## src/rtl/hazard_pkg.sv

```systemverilog
// Shared definitions for the hazard/stall controller.
//   md_state_e     : mult/div busy-timer states
//   REG_ZERO       : architectural r0, never a real dependency
//   MD_LATENCY_DEF : default mult/div busy latency in cycles
package hazard_pkg;

  typedef enum logic {
    RUN     = 1'b0,
    MD_BUSY = 1'b1
  } md_state_e;

  localparam logic [4:0] REG_ZERO       = 5'd0;
  localparam int         MD_LATENCY_DEF = 32;

endpackage

```

## src/rtl/hazard_stall_controller_md_busy_timer.sv

```systemverilog
// md_busy_timer: tracks the multi-cycle mult/div unit.
//   clk, rst  : core clock, async active-high reset
//   start     : a mult/div is leaving EX this cycle
//   md_busy   : high for exactly MD_LATENCY cycles after start
module md_busy_timer
  import hazard_pkg::*;
#(
  parameter int MD_LATENCY = MD_LATENCY_DEF,
  parameter int CNT_W      = 6
) (
  input  logic clk,
  input  logic rst,
  input  logic start,
  output logic md_busy
);

  md_state_e        state_q, state_d;
  logic [CNT_W-1:0] md_cnt_q, md_cnt_d;

  // Counter keeps running through memory freezes: the unit is not stalled.
  always_comb begin
    state_d  = state_q;
    md_cnt_d = md_cnt_q;
    case (state_q)
      RUN: begin
        if (start) begin
          state_d  = MD_BUSY;
          md_cnt_d = CNT_W'(MD_LATENCY);
        end
      end
      MD_BUSY: begin
        md_cnt_d = md_cnt_q - CNT_W'(1);
        if (md_cnt_q == CNT_W'(1)) state_d = RUN;
      end
      default: state_d = RUN;
    endcase
  end

  always_ff @(posedge clk or posedge rst) begin
    if (rst) begin
      state_q  <= RUN;
      md_cnt_q <= '0;
    end else begin
      state_q  <= state_d;
      md_cnt_q <= md_cnt_d;
    end
  end

  assign md_busy = (state_q == MD_BUSY);

endmodule

```

## src/rtl/hazard_stall_controller.sv

```systemverilog
// hazard_stall_controller: resolves hazards forwarding cannot cover
// (load-use, taken-branch flush, HI/LO interlock, memory freeze) and
// drives the pipeline register enables/flushes.
//   inputs : ID operand info, ID/EX load info, EX branch/mult-div status,
//            MEM request/ready
//   outputs: pc/IF-ID/ID-EX/EX-MEM enables, IF-ID/ID-EX flushes,
//            MEM/WB bubble, md_busy, saturating stall_cycles counter
module hazard_stall_controller
  import hazard_pkg::*;
#(
  parameter int MD_LATENCY = MD_LATENCY_DEF,
  parameter int CNT_W      = 6,
  parameter int PERF_W     = 16
) (
  input  logic              clk,
  input  logic              rst,
  input  logic [4:0]        id_rs,
  input  logic [4:0]        id_rt,
  input  logic              id_uses_rs,
  input  logic              id_uses_rt,
  input  logic              id_is_hilo,
  input  logic              id_ex_memread,
  input  logic [4:0]        id_ex_rt,
  input  logic              ex_branch_taken,
  input  logic              ex_md_start,
  input  logic              mem_req,
  input  logic              mem_ready,
  output logic              pc_write,
  output logic              if_id_write,
  output logic              if_id_flush,
  output logic              id_ex_write,
  output logic              id_ex_flush,
  output logic              ex_mem_write,
  output logic              mem_wb_bubble,
  output logic              md_busy,
  output logic [PERF_W-1:0] stall_cycles
);

  logic freeze, lu, hl;
  logic [PERF_W-1:0] stall_cycles_q, stall_cycles_d;

  assign freeze = mem_req & ~mem_ready;
  assign lu     = id_ex_memread & (id_ex_rt != REG_ZERO) &
                  ((id_uses_rs & (id_rs == id_ex_rt)) |
                   (id_uses_rt & (id_rt == id_ex_rt)));
  assign hl     = id_is_hilo & md_busy;

  // A mult/div only starts the timer once it really leaves EX, so a start
  // seen during a freeze is retried on the first unfrozen cycle.
  md_busy_timer #(
    .MD_LATENCY (MD_LATENCY),
    .CNT_W      (CNT_W)
  ) u_md_timer (
    .clk     (clk),
    .rst     (rst),
    .start   (ex_md_start & ex_mem_write),
    .md_busy (md_busy)
  );

  always_comb begin
    pc_write      = 1'b1;
    if_id_write   = 1'b1;
    if_id_flush   = 1'b0;
    id_ex_write   = 1'b1;
    id_ex_flush   = 1'b0;
    ex_mem_write  = 1'b1;
    mem_wb_bubble = 1'b0;
    if (rst) begin
      pc_write     = 1'b0;
      if_id_write  = 1'b0;
      id_ex_write  = 1'b0;
      ex_mem_write = 1'b0;
    end else if (freeze) begin
      // EX is held, so a taken branch waits here and flushes once unfrozen.
      pc_write      = 1'b0;
      if_id_write   = 1'b0;
      id_ex_write   = 1'b0;
      ex_mem_write  = 1'b0;
      mem_wb_bubble = 1'b1;
    end else if (ex_branch_taken) begin
      // ID holds a wrong-path instruction; its hazards are irrelevant.
      if_id_flush = 1'b1;
      id_ex_flush = 1'b1;
    end else if (lu || hl) begin
      pc_write    = 1'b0;
      if_id_write = 1'b0;
      id_ex_flush = 1'b1;
    end
  end

  always_comb begin
    stall_cycles_d = stall_cycles_q;
    if (!pc_write && (stall_cycles_q != {PERF_W{1'b1}}))
      stall_cycles_d = stall_cycles_q + PERF_W'(1);
  end

  always_ff @(posedge clk or posedge rst) begin
    if (rst) stall_cycles_q <= '0;
    else     stall_cycles_q <= stall_cycles_d;
  end

  assign stall_cycles = stall_cycles_q;

endmodule

```

## config.mk

```make
export PLATFORM = sky130hd
export DESIGN_NAME = hazard_stall_controller
export DESIGN_NICKNAME = d
export VERILOG_FILES = /design/src/rtl/hazard_pkg.sv /design/src/rtl/hazard_stall_controller_md_busy_timer.sv /design/src/rtl/hazard_stall_controller.sv
export SDC_FILE = /design/constraint.sdc
export NUM_CORES = 1
export LEC_CHECK = 0
export BUFFER_PORTS_ARGS = -buffer_cell sky130_fd_sc_hd__buf_4
export CAP_MARGIN = 5
export CORE_MARGIN = 2
export CORE_UTILIZATION = 40
export CTS_CLUSTER_DIAMETER = 50
export DETAILED_ROUTE_END_ITERATION = 8
export GPL_TIMING_DRIVEN = 0
export HOLD_SLACK_MARGIN = 0.03
export PLACE_DENSITY = 0.67
export SYNTH_ARGS = -nofsm -noshare
export SYNTH_HDL_FRONTEND = slang
export SYNTH_SLANG_ARGS = --single-unit
export TNS_END_PERCENT = 5
```

## constraint.sdc

```tcl
create_clock -name clk -period 4.45 [get_ports clk]
set_input_delay 0.89 -clock clk [delete_from_list [all_inputs] [get_ports clk]]
set_output_delay 0.89 -clock clk [all_outputs]
set_load 0.02 [all_outputs]
```

# [Yosys cells after proc, flatten, opt, wreduce, memory -nomap -nowiden]
# Cells that the tools add are included.
[op_classes] mux=20 n_addsub=2 n_reduce_logical=4 n_bitwise=10 eq_ne=5
[op_table] cell="$mux 1" count=17
[op_table] cell="$add 16x1->16 const B" count=1
[op_table] cell="$ne 16x16->1 const B" count=1
[op_table] cell="$pmux 6 s2" count=1
[op_table] cell="$eq 5x5->1" count=2
[op_table] cell="$and 1x1->1" count=7
[op_table] cell="$eq 6x1->1 const B" count=1
[op_table] cell="$mux 6" count=1
[op_table] cell="$sub 6x1->6 const B" count=1
[op_table] cell="$reduce_bool 5->1" count=1
[op_table] cell="$ne 2x1->1 const B" count=1
[op_table] cell="$not 1->1" count=2
[op_table] cell="$pmux 1 s2" count=1
[op_table] cell="$logic_and 1x1->1" count=1
[op_table] cell="$logic_not 1->1" count=1
[op_table] cell="$logic_or 1x1->1" count=1
[op_table] cell="$or 1x1->1" count=1
[word_totals] inputBits=25 regBits=23 output_inout_bits=24 wordCells=44

# [Longest topological paths before layout]
# Gate-level depths: netlist (run 1).
[depth] word_depth=11 ltp_mapped=7 depth_no_buf=6

# [By module]
# From an unflattened synthesis (run 1), not the netlist that was laid out.
[unflattened] hier_cells=135 area_unflattened_um2=1375.1
[modules_own_cells] module="hazard_stall_controller" area_each_um2=1001.0 seq_area_each_um2=400.4 cells_each=98 instances=1
[modules_own_cells] module="md_busy_timer" area_each_um2=374.1 seq_area_each_um2=175.2 cells_each=37 instances=1

# [Worst setup path after synthesis (run 1)]
# OpenSTA, ideal clock, no wires.
[synth_path] kind="input port to output port" from="input mem_ready" to="output pc_write" path_buffers=2 arrival_time_ns=2.371 slack_ns=1.189 path_stages=6 t_required_ns=3.560 cell_sequence="inv_1 a21oi_1 o21ai_0 a21oi_4 buf_4 buf_4"
[synth_via] elab_chain_cells=4
[synth_rtl] item="start: declaration" line_no="hazard_stall_controller.sv:27" rtl="input logic mem_ready,"
[synth_rtl] item="$not 1->1" line_no="hazard_stall_controller.sv:42" rtl="assign freeze = mem_req & ~mem_ready;"
[synth_rtl] item="$and 1x1->1" line_no="hazard_stall_controller.sv:42"
[synth_rtl] item="$mux 1 (2 in series)"
[synth_rtl] item="end: declaration" line_no="hazard_stall_controller.sv:28" rtl="output logic pc_write,"
# No other way between the ends.

# [Worst setup path after layout (run 1)]
[layout_path] from="input id_ex_rt[1]" to="output pc_write"
[layout_via] elab_chain_cells=9 elab_cells_between_ends=13 cone_classes="eq/ne (2); mux (4); bitwise (5); reduce/logical (2)"
[layout_rtl] item="start: declaration" line_no="hazard_stall_controller.sv:23" rtl="input logic [4:0] id_ex_rt,"
[layout_rtl] item="$eq 5x5->1, on equally long branches" line_no="hazard_stall_controller.sv:44, hazard_stall_controller.sv:45"
[layout_rtl] item="$and 1x1->1, on equally long branches" line_no="hazard_stall_controller.sv:44, hazard_stall_controller.sv:45"
[layout_rtl] item="$or 1x1->1" line_no="hazard_stall_controller.sv:44" rtl="((id_uses_rs & (id_rs == id_ex_rt)) |"
[layout_rtl] item="$and 1x1->1 (*)" line_no="hazard_stall_controller.sv:43" rtl="assign lu = id_ex_memread & (id_ex_rt != REG_ZERO) &"
[layout_rtl] item="$logic_or 1x1->1 (*)" line_no="hazard_stall_controller.sv:84" rtl="end else if (lu || hl) begin"
[layout_rtl] item="$mux 1 (*)" line_no="hazard_stall_controller.sv:84"
[layout_rtl] item="$mux 1 (*)" line_no="hazard_stall_controller.sv:80" rtl="end else if (ex_branch_taken) begin"
[layout_rtl] item="$mux 1 (*)" line_no="hazard_stall_controller.sv:73" rtl="end else if (freeze) begin"
[layout_rtl] item="$mux 1 (*)" line_no="hazard_stall_controller.sv:68" rtl="if (rst) begin"
# Mark *: on every way between the ends. The rest lies on a longest branch, timed or not.

==> run summary, run 1 <==
area leader, netlist -> dfrtp_1
CP Class -> input port to output pin
PD cells -> 514 mW/mm²
final-report hold violation count -> 0
final worst path period share -> 0.773
most common cell after layout, fill and taps aside -> buf_4
RSZ-0062 raised after global routing -> no
sequential-to-total area share from yosys stat -> 0.432
Peak VDD IR -> 0.000363 V
Total GRT Usage -> 0.167
Reg area -> 576 µm²
top cells by area, synth -> dfrtp_1 43%, xor2_1 8.6%, xnor2_1 7.9%
Setup violations, final -> 0
Layout fillers -> 306
Die Ht -> 61.7 µm
clk sinks -> 23
syn nets -> 168
top_reg_cell synth -> dfrtp_1
worst path arrival time -> 2.55 ns
Hold Path Class -> flop to flop
syn_area_per_cell -> 9.51 µm²
DRC -> 0
initial core utilization -> 0.429
placed inst area -> 0.00175 mm²
port bufs -> 48
Multi-input gate area -> 698 µm²
Clk Tree Root Cell -> clkbuf_4
vias in the first global route -> 1162
Antenna Diode Count -> 0
CTS tree -> built
fmax -> 0.291 GHz
Post-synth EDFFs -> 0
nature of the critical path endpoint -> output pin
DIE WIDTH -> 61.7 µm
Worst path most repeated cell -> buf_4
Yosys reg bits -> 23
DPL Wire Length -> 2.32 mm
post-synth cell types -> 30
global-route wire length before repair -> 4.78 mm
fin area -> 0.00177 mm²
NumNets Final -> 221
Worst Tran Pin Value -> 0.886 ns
critical path's largest stage delay -> 0.53 ns
CP Data Required Time -> 3.56 ns
number of buffers inserted by hold repair at cts -> 0
Num CTS Buffers -> 3
Mapped Area -> 0.00133 mm²
Rows -> 20
Leak -> 0.814 nW
Critical Path Slowest Stage Cell -> or4_1
Clock transition at path regs -> 0.12 ns
# IOs -> 49
CTS H-tree depth -> 1
DRT Pass-1 Iters -> 4
Post-Syn Instances -> 140
most frequent cells in the layout -> 51 x buf_4, 23 x dfrtp_1, 16 x nand2_1
antenna-violating nets left -> 0
async set or reset register ratio after synthesis -> 1.00
Sum Neg Setup Slack -> 0 ns
Ys Warns -> 0
clock latency on the worst-skew pair -> 0.31 ns
Clock Path Buffers -> 2
max-slew violations -> 0
largest net degree at the start of global routing -> 25
max_cap viols -> 0
core footprint -> 0.00310 mm²
gr ovfl total -> 0
Worst Clk Skew -> 0.00152 ns
initial antenna violation count -> 0
drt via density -> 5.15
WL/cell -> 12.7 µm
max_slew headroom -> 0.409
proportion of layout cells with a drive suffix above 1 -> 0.307
CP startpoint kind -> input port
setup bufs post-CTS -> 0
Routability Congestion -> 0.778
share of the synthesized area in the top cell type -> 0.432
CP cell instances -> buf_4, or4_1, o21ai_1, nor2_1, a21oi_4, buf_4, buf_4, buf_4
die area -> 0.00381 mm²
Resized Gates After CTS -> 0
Tmin final -> 3.44 ns
DR vias -> 1216
worst-path maximum fanout -> 11
area delta synth->final -> 33.3%
Initial DRC Count -> 16
outcome -> completed
drt total wl -> 3.01 mm
## worst paths after layout
| path | depth (start not counted) | end | slack, ns | startpoint |
|---|---|---|---|---|
| min in group asynchronous | 2 | u_md_timer.md_cnt_q[5]$_DFFE_PP0P_ | 0.77 | rst |
| max in group asynchronous | 2 | stall_cycles[15]$_DFFE_PP0P_ | 3.15 | rst |
| hold reg to reg | 1 | u_md_timer.md_cnt_q[5]$_DFFE_PP0P_ | 0.50 | u_md_timer.md_cnt_q[5]$_DFFE_PP0P_ |
| setup / recovery | 8 | pc_write | 1.01 | id_ex_rt[1] |
| setup reg to reg | 7 | stall_cycles[10]$_DFFE_PP0P_ | 2.41 | stall_cycles[3]$_DFFE_PP0P_ |
| hold / removal | 1 | u_md_timer.md_cnt_q[5]$_DFFE_PP0P_ | 0.50 | u_md_timer.md_cnt_q[5]$_DFFE_PP0P_ |
## cells in the mapped netlist, types with 4 or more instances
| master | instances |
|---|---|
| and3_1 | 4 |
| xnor2_1 | 12 |
| o21ai_0 | 7 |
| inv_1 | 7 |
| nor4_1 | 5 |
| dfrtp_1 | 23 |
| nand2_1 | 16 |
| nand4_1 | 4 |
| xor2_1 | 13 |
| nand3_1 | 7 |
| nor2_1 | 5 |
| nor3_1 | 8 |
## flip-flops by register name, indices dropped and copies added, names as in the netlist
name	flops
u_md_timer.md_busy	1
stall_cycles	16
u_md_timer.md_cnt_q	6
## power breakdown
| group | switching, mW | internal (mW) |
|---|---|---|
| registers | 0.0952 | 0.294 |
| clock network | 0.0615 | 0.0336 |
| logic | 0.232 | 0.196 |
## stage by stage
step | total power, mW | util | instances | hold slack (ns) | setup slack [ns]
after global routing | 0.996 | 0.572 | 236 | 0.506 | 0.908
after detailed placement | 0.824 | 0.563 | 232 | 0.485 | 0.994
after CTS | 0.923 | 0.572 | 236 | 0.503 | 0.995
final | 0.913 | 0.572 | 236 | 0.497 | 1.01
after global placement | 0.807 | 0.563 | 232 | 0.456 | 1.03
after floorplan | 0.645 | - | 140 | 0.442 | 1.19
## cell type report
class,instances,share of cell area
Sequential cell,23,0.324
Clock buffer,3,0.0127
Clock inverter,1,0.00282
Tap cell,44,0.0310
Inverter,7,0.0148
Buffer,5,0.0176
Timing Repair Buffer,48,0.203
Multi-Input combinational cell,105,0.394
## kinds of logic after synthesis
| logic type | Yosys count | share of synthesized area |
|---|---|---|
| muxes | 3 | 0.0254 |
| xor gates and xnor gates | 25 | 0.164 |
| buffers and inverters | 12 | 0.0432 |
| AOI/OAI and AO/OA | 16 | 0.0799 |
| DFF | 23 | 0.432 |
| adders and majority gates | 3 | 0.0282 |
| and+or+nand+nor | 58 | 0.226 |
## worst max-delay path, delay by kind of cell
family	cells	cell delay, ns
simple gates	2	0.63
compound gates	2	0.43
buf+inv	4	0.59
## per-layer routing
metal  up-vias  track usage  wire length (µm)  part of all wire
li1        587            -                 -                 -
met1       577        0.201              1250              0.42
met2        46        0.292              1440              0.48
met3         6       0.0290               265             0.088
met4         0       0.0760                55             0.018
met5         -            0                 0                 0
(Power assumes the default switching activity.)
==> run 2: changes to the inputs <==
--- a/config.mk
+++ b/config.mk
@@ -13,7 +13,7 @@
 export DETAILED_ROUTE_END_ITERATION = 8
 export GPL_TIMING_DRIVEN = 0
 export HOLD_SLACK_MARGIN = 0.03
-export PLACE_DENSITY = 0.67
+export PLACE_DENSITY = 0.69
 export SYNTH_ARGS = -nofsm -noshare
 export SYNTH_HDL_FRONTEND = slang
 export SYNTH_SLANG_ARGS = --single-unit
==> constraint.sdc (replaced) <==
create_clock -name clk -period 3.03 [get_ports clk]
set_input_delay 0.606 -clock clk [delete_from_list [all_inputs] [get_ports clk]]
set_output_delay 0.606 -clock clk [all_outputs]
set_load 0.02 [all_outputs]
==> run 2 against run 1 <==
- clock-buffer cell count is 1 higher
- global-route usage is 0.27 points higher
- setup slack worse by 0.82 ns
- sequential share of layout area hardly changed
- worst hold slack worse by 0.016 ns
- critical path depth stayed put
- largest cell class unchanged
- highest routed layer unchanged
==> run summary, run 2 (synthesized netlist as in run 1, its figures left out) <==
outcome -> completed
Total GRT Usage -> 0.170
Layout fillers -> 296
clk sinks -> 23
max_slew headroom -> 0.415
NumNets Final -> 221
Routability Congestion -> 0.787
clock latency on the worst-skew pair -> 0.30 ns
DRT Pass-1 Iters -> 4
Combinational Power Share -> 0.468
Clock transition at path regs -> 0.12 ns
drt via density -> 4.97
proportion of layout cells with a drive suffix above 1 -> 0.302
DR vias -> 1172
worst path arrival time -> 2.23 ns
CTS tree -> built
DPL Wire Length -> 2.27 mm
Num CTS Buffers -> 3
Critical Path Slowest Stage Cell -> or4_1
Seq pwr share -> 0.428
Tmin final -> 2.84 ns
number of buffers inserted by hold repair at cts -> 0
initial core utilization -> 0.429
setup ws final -> 0.193 ns
area delta synth->final -> 33.2%
switching part of the total -> 0.422
most frequent cells in the layout -> 51 x buf_4, 23 x dfrtp_1, 16 x nand2_1
CTS H-tree depth -> 1
Initial DRC Count -> 58
RSZ-0062 raised after global routing -> no
Internal Power -> 0.770 mW
WL/cell -> 12.3 µm
port bufs -> 48
Reg2Reg Launch Point -> stall_cycles[3]$_DFFE_PP0P_
fmax -> 0.352 GHz
final worst path period share -> 0.936
CP startpoint kind -> input port
global-route wire length before repair -> 4.84 mm
Peak VDD IR -> 0.000504 V
crit path from -> id_ex_rt[1]
flop-to-flop setup slack -> 1.03 ns
critical path's largest stage delay -> 0.52 ns
clock share of power -> 0.104
initial antenna violation count -> 0
Worst Tran Pin Value -> 0.876 ns
Largest register FFs -> 16
Rows -> 20
Hold WS -> 0.480 ns
Top delay family on crit path -> simple AND/OR/NAND/NOR gates
drt total wl -> 2.91 mm
Reg area -> 576 µm²
P_sw -> 0.561 mW
Setup violations, final -> 0
Clk Tree Root Cell -> clkbuf_4
Sum Neg Setup Slack -> 0 ns
die area -> 0.00381 mm²
Resized Gates After CTS -> 0
max-slew violations -> 0
vias in the first global route -> 1127
setup bufs post-CTS -> 0
Buf/Inv on CP -> 4
DIE WIDTH -> 61.7 µm
Antenna Diode Count -> 0
CP cell instances -> buf_4, or4_1, o21ai_1, nor2_1, a21oi_4, buf_4, buf_4, buf_4
pre-CTS setup slack -> 0.179 ns
final-report hold violation count -> 0
core footprint -> 0.00310 mm²
most common cell after layout, fill and taps aside -> buf_4
CP Class -> input port to output pin
antenna-violating nets left -> 0
gr ovfl total -> 0
Worst path most repeated cell -> buf_4
Die Ht -> 61.7 µm
largest net degree at the start of global routing -> 25
Final Util -> 0.571
# IOs -> 49
Hold Path Class -> input port to async pin
Worst Clk Skew -> 0.00358 ns
worst-path maximum fanout -> 11
max_cap viols -> 0
total power -> 1.33 mW
Leak -> 0.812 nW
Clock Path Buffers -> 2
PD cells -> 751 mW/mm²
CP Data Required Time -> 2.42 ns
DRC -> 0
Multi-input gate area -> 698 µm²
nature of the critical path endpoint -> output pin
run 2: cell types whose count changed in the layout (fill, tap and decap cells not counted):
cell and delta:
clkbuf_1 +1, clkinv_2 -1
run 2: power groups by stage:
stage	Combinational, mW	Sequential, mW	Clock [mW]
CTS	0.632	0.569	0.147
global placement	0.613	0.566	0
floorplan	0.299	0.649	0
finish	0.623	0.570	0.138
detailed placement	0.630	0.573	0
global route	0.695	0.587	0.163
run 2: area by class of cell:
cell class	count	share of cell area
Clock buffer	4	0.0148
Inverter	7	0.0148
Multi-Input combinational cell	105	0.394
Sequential cell	23	0.325
Buffer	5	0.0176
Timing Repair Buffer	48	0.203
Tap cell	44	0.0311
run 2: per-layer routing:
layer	global-route usage	wire length, µm
met4	0.0274	10
met3	0.0373	126
met5	0	0
met1	0.199	1260
met2	0.322	1520
run 2: final timing paths:
path                                                 endpoint  cells after the start
max                                                  pc_write                      8
min                              u_md_timer.md_busy$_DFF_PP0_                      2
max reg2reg                      stall_cycles[11]$_DFFE_PP0P_                      7
min reg2reg                u_md_timer.md_cnt_q[5]$_DFFE_PP0P_                      1
max in group asynchronous         stall_cycles[9]$_DFFE_PP0P_                      2
min in group clk           u_md_timer.md_cnt_q[5]$_DFFE_PP0P_                      1
run 2: through the flow:
stage | instance area [µm²] | instances
after global placement | 1750 | 232
after global routing | 1770 | 236
after detailed placement | 1750 | 232
after CTS | 1770 | 236
after floorplan | 1330 | 140
final | 1770 | 236
